$ cat src/rtl/game_sequencer.sv
`default_nettype none
// game_sequencer: attract -> playing -> level-clear / game-over flow controller (36 MHz domain).
// Optional GAME_SEQUENCER_LIVES_EN adds a 3-life counter on o_lives. Rev 1.0
module game_sequencer #(
  parameter int LAST_LINE    = 12,
  parameter int CLEAR_FRAMES = 120,
  parameter int OVER_FRAMES  = 180,
  parameter int FRAME_CNT_W  = 8
) (
  input  logic        i_clk_36MHz,
  input  logic        i_reset,
  input  logic        i_vsync,
  input  logic        i_start_debounced,
  input  logic [19:0] i_invaders_array,
  input  logic [3:0]  i_invaders_line,
  output logic [1:0]  o_gameplay,
  output logic        o_clear,
  output logic        o_clear_score,
  output logic        o_level,
  output logic        o_enable,
  output logic [1:0]  o_lives
);

  typedef enum logic [1:0] {
    ST_ATTRACT     = 2'b00,
    ST_PLAYING     = 2'b01,
    ST_LEVEL_CLEAR = 2'b10,
    ST_GAME_OVER   = 2'b11
  } state_t;

  localparam logic [3:0]             LAST_LINE_V = 4'(LAST_LINE);
  localparam logic [FRAME_CNT_W-1:0] CLEAR_CNT   = FRAME_CNT_W'(CLEAR_FRAMES);
  localparam logic [FRAME_CNT_W-1:0] OVER_CNT    = FRAME_CNT_W'(OVER_FRAMES);
  localparam logic [FRAME_CNT_W-1:0] CNT_MAX     = '1;

  state_t                 state, state_next;
  logic                   vsync_d, start_d, frame_tick, start_evt;
  logic [FRAME_CNT_W-1:0] cnt, cnt_next, cnt_inc;
  logic                   armed, armed_next;
  logic                   clear, clear_next;
  logic                   clear_score, clear_score_next;
  logic                   level, level_next;
  logic                   enable;
  logic                   new_game, loss;
`ifdef GAME_SEQUENCER_LIVES_EN
  logic [1:0]             lives, lives_next;
`endif

  always_ff @(posedge i_clk_36MHz) begin
    if (i_reset) begin
      state       <= ST_ATTRACT;
      vsync_d     <= 1'b0;
      start_d     <= 1'b0;
      frame_tick  <= 1'b0;
      start_evt   <= 1'b0;
      cnt         <= '0;
      armed       <= 1'b0;
      clear       <= 1'b0;
      clear_score <= 1'b0;
      level       <= 1'b0;
      enable      <= 1'b0;
`ifdef GAME_SEQUENCER_LIVES_EN
      lives       <= 2'd3;
`endif
    end else begin
      vsync_d     <= i_vsync;
      frame_tick  <= vsync_d & ~i_vsync;
      start_d     <= i_start_debounced;
      start_evt   <= i_start_debounced & ~start_d;
      state       <= state_next;
      cnt         <= cnt_next;
      armed       <= armed_next;
      clear       <= clear_next;
      clear_score <= clear_score_next;
      level       <= level_next;
      enable      <= (state_next == ST_PLAYING);
`ifdef GAME_SEQUENCER_LIVES_EN
      lives       <= lives_next;
`endif
    end
  end

  always_comb begin
    state_next       = state;
    cnt_next         = cnt;
    armed_next       = armed;
    clear_next       = 1'b0;
    clear_score_next = 1'b0;
    level_next       = level;
    new_game         = 1'b0;
    loss             = 1'b0;
    cnt_inc          = (cnt == CNT_MAX) ? cnt : cnt + 1'b1;
`ifdef GAME_SEQUENCER_LIVES_EN
    lives_next       = lives;
`endif

    case (state)
      ST_ATTRACT: begin
        if (start_evt) new_game = 1'b1;
      end
      ST_PLAYING: begin
        // The bitmap is stale until the reload settles, so checks wait one frame.
        if (!armed) begin
          if (frame_tick) armed_next = 1'b1;
        end else if (i_invaders_array == 20'd0) begin
          state_next = ST_LEVEL_CLEAR;
          cnt_next   = '0;
        end else if (i_invaders_line >= LAST_LINE_V) begin
          loss = 1'b1;
        end
      end
      ST_LEVEL_CLEAR: begin
        if (cnt == CLEAR_CNT) begin
          state_next = ST_PLAYING;
          clear_next = 1'b1;
          level_next = 1'b1;
          armed_next = 1'b0;
        end else if (frame_tick) begin
          cnt_next = cnt_inc;
        end
      end
      ST_GAME_OVER: begin
        if (start_evt && (cnt == OVER_CNT)) begin
          new_game = 1'b1;
        end else if (frame_tick && (cnt != OVER_CNT)) begin
          cnt_next = cnt_inc;
        end
      end
      default: state_next = ST_ATTRACT;
    endcase

    if (loss) begin
`ifdef GAME_SEQUENCER_LIVES_EN
      if (lives > 2'd1) begin
        lives_next = lives - 2'd1;
        clear_next = 1'b1;
        armed_next = 1'b0;
      end else begin
        lives_next = 2'd0;
        state_next = ST_GAME_OVER;
        cnt_next   = '0;
      end
`else
      state_next = ST_GAME_OVER;
      cnt_next   = '0;
`endif
    end

    if (new_game) begin
      state_next       = ST_PLAYING;
      clear_next       = 1'b1;
      clear_score_next = 1'b1;
      level_next       = 1'b0;
      armed_next       = 1'b0;
      cnt_next         = '0;
`ifdef GAME_SEQUENCER_LIVES_EN
      lives_next       = 2'd3;
`endif
    end
  end

  assign o_gameplay    = state;
  assign o_clear       = clear;
  assign o_clear_score = clear_score;
  assign o_level       = level;
  assign o_enable      = enable;
`ifdef GAME_SEQUENCER_LIVES_EN
  assign o_lives       = lives;
`else
  assign o_lives       = 2'd0;
`endif

endmodule
`default_nettype wire
$ cat config.mk
export PLATFORM = sky130hd
export DESIGN_NAME = game_sequencer
export DESIGN_NICKNAME = d
export VERILOG_FILES = /design/src/rtl/game_sequencer.sv
export SDC_FILE = /design/constraint.sdc
export NUM_CORES = 1
export LEC_CHECK = 0
export CORE_UTILIZATION = 30
export CTS_BUF_LIST = sky130_fd_sc_hd__clkbuf_8 sky130_fd_sc_hd__clkbuf_16
export CTS_CLUSTER_DIAMETER = 100
export DETAILED_ROUTE_END_ITERATION = 7
export PLACE_DENSITY = 0.65
export REMOVE_ABC_BUFFERS = 1
export SLEW_MARGIN = 20
export SYNTH_ARGS = -nofsm -noshare
export SYNTH_HDL_FRONTEND = slang
export SYNTH_SLANG_ARGS = --single-unit
$ cat constraint.sdc
create_clock -name i_clk_36MHz -period 2.3 [get_ports i_clk_36MHz]
set_input_delay 0.345 -clock i_clk_36MHz [delete_from_list [all_inputs] [get_ports i_clk_36MHz]]
set_output_delay 0.345 -clock i_clk_36MHz [all_outputs]
set_load 0.05 [all_outputs]
==> results.json <==
{
  "tightestPinTransition_ps": 499,
  "met1_length_um": 1290,
  "vias": 1152,
  "avgRoutedWirePerCell_um": 13.0,
  "rsz0062_at_grt": "false",
  "yosys.area.top_type": "dfxtp_1",
  "synth.top_cell.area_share": 0.354,
  "leakagePower_nw": 0.530,
  "wl_um": 2820,
  "n_antenna_cell": 0,
  "cts_tree": "built",
  "synth_edf_count": 0,
  "postCtsHoldBufs": 0,
  "yosysWarnings": 0,
  "route.detailed.drc": 0,
  "largest_reg_flops": 8,
  "clock_path_buffers": 2,
  "netlist_instances": 133,
  "regToRegSetupSlack_ps": 160,
  "ys_top_cells_by_area": "dfxtp_1 35%, ha_1 7.0%, o31ai_1 5.6%",
  "seq_area_frac_synth": 0.354,
  "crit_end": "cnt[7]",
  "grt_overflow": 0,
  "fin_crit_ps": 2140,
  "top_layer_used": "met4",
  "dr_wl_met2_um": 1270,
  "crit_path_start": "o_gameplay[1]",
  "skew_ps": 6.07,
  "ys_async_sr_fraction": 0,
  "synthFlopType": "dfxtp_1",
  "synth-seq-cells": 19,
  "syn_to_final_growth_pct": 41.0,
  "total_power_uw": 704,
  "vias_per_cell": 5.31,
  "status": "finished clean",
  "max_freq_mhz": 468,
  "finalSetupViolCount": 0,
  "tns_ps": 0,
  "cts-root-buf": "clkbuf_8",
  "worstHoldPathType": "flop to flop",
  "reg2reg_from": "o_gameplay[1]",
  "top_register": "cnt",
  "grt_pass1_vias": 1020,
  "path_class": "flop to flop",
  "clk_pin_slew_worst_paths_ps": 80,
  "die_w_um": 61.8,
  "drv_cap": 0,
  "port_buffers": 31,
  "drv_slew": 0,
  "cts-buffers-inserted": 3,
  "nNetsFinal": 206,
  "post_cts_resized": 0,
  "grt_max_degree": 15,
  "drt_iter0_drc": 25,
  "ant_nets": 0,
  "clk_latency_ps": 260,
  "reg2reg_to": "cnt[7]",
  "cp_max_fo": 9,
  "grtUsageTotal": 0.156,
  "place.gp.congestion": 0.862,
  "final_common_cell": "clkdlybuf4s50_1",
  "boundaryPins": 36,
  "yosysUniqueCellTypes": 36,
  "syn_avg_cell_area_um2": 8.07,
  "layout-drive-gt1-share": 0.0760,
  "worst_r2r_path_depth": 6,
  "postCtsSetupRepairBufs": 0,
  "die_area_um2": 3820,
  "hold_viol_final": 0,
  "arrival_ps": 2340,
  "p_per_area_nw_per_um2": 465,
  "slew_headroom": 0.666,
  "antenna_found_initial": 0,
  "core_area_um2": 3390,
  "critPathRequiredTime_ps": 2500,
  "grt_pass1_wl_um": 4420,
  "start_kind": "flop",
  "drtPass1Iterations": 4,
  "numClockSinks": 19,
  "finalCritPeriodShare": 0.929,
  "h-tree-depth": 1,
  "syn-cell-area_um2": 1070,
  "dp_hpwl_um": 2110,
  "fp-row-count": 21,
  "wl_met3_um": 219,
  "crit_path_end_kind": "flop",
  "start_util": 0.317,
  "die_h_um": 61.8,
  "final_cell_mix": "31 x clkdlybuf4s50_1, 19 x dfxtp_1, 14 x nor2_1",
  "ir_worst_vdd_v": 0.000307
}
-- metrics by stage --
stage | cell area [µm²] | util | hold WS, ps | setup slack (ps) | cells
global route | 1510 | 0.447 | 405 | 28.3 | 217
finish | 1510 | 0.447 | 383 | 162 | 217
detailed placement | 1470 | 0.433 | 378 | 65.3 | 213
CTS | 1510 | 0.447 | 388 | 174 | 217
global placement | 1470 | 0.433 | 376 | 117 | 213
floorplan | 1050 | - | 367 | -427 | 129
-- cell type report --
cell class / instances / area, µm²
Fill cell: 323 / 1880
Multi-Input combinational cell: 102 / 638
Sequential cell: 19 / 380
Timing Repair Buffer: 38 / 363
Tap cell: 46 / 57.6
Clock buffer: 3 / 41.3
Inverter: 8 / 30.0
Clock inverter: 1 / 3.75
-- report_power, final --
part           internal, mW  switching [mW]
Clock                 0.119           0.116
Sequential            0.336         0.00452
Combinational        0.0653          0.0629
Total                 0.521           0.183
-- how the worst min path moves through the flow --
stage,start,to,slack [ps],depth (start not counted)
floorplan,start_d,start_evt,370,1
global placement,start_d,start_evt,380,1
detailed placement,start_d,start_evt,380,1
CTS,start_d,start_evt,390,1
global route,start_d,start_evt,410,1
finish,start_d,start_evt,380,1
-- cells in the mapped netlist (3+ instances only) --
| cell | n |
|---|---|
| dfxtp_1 | 19 |
| nor2_1 | 14 |
| a21oi_1 | 11 |
| nand3_1 | 10 |
| inv_1 | 8 |
| o31ai_1 | 8 |
| ha_1 | 6 |
| nor4_1 | 6 |
| nor3_1 | 5 |
| nand2_1 | 4 |
| nor2b_1 | 4 |
| o21ai_0 | 4 |
| a31oi_1 | 3 |
| nand4_1 | 3 |
| nand4b_1 | 3 |
-- cells by family (layout without fill, tap and decap cells) --
logic type / count (synthesis) / after routing / share of synthesized area
fa+ha+maj: 6 / 6 / 0.0699
simple gates: 62 / 62 / 0.329
buf+inv: 13 / 50 / 0.0548
flops: 19 / 19 / 0.354
other cells: 1 / 2 / 0.00349
compound gates: 32 / 32 / 0.189
-- critical path: stages (launching register included) --
cell and delay, ps:
dfxtp_1 470, ha_1 310, or4bb_1 500, a21oi_1 180, or2_1 330, o31ai_1 130
a21oi_1 150
-- routing by layer --
layer,vias up,GRT usage
met5,-,0
met4,0,0.0635
met3,4,0.0207
met2,51,0.263
met1,534,0.202
li1,563,-
(Power assumes the default switching activity.)
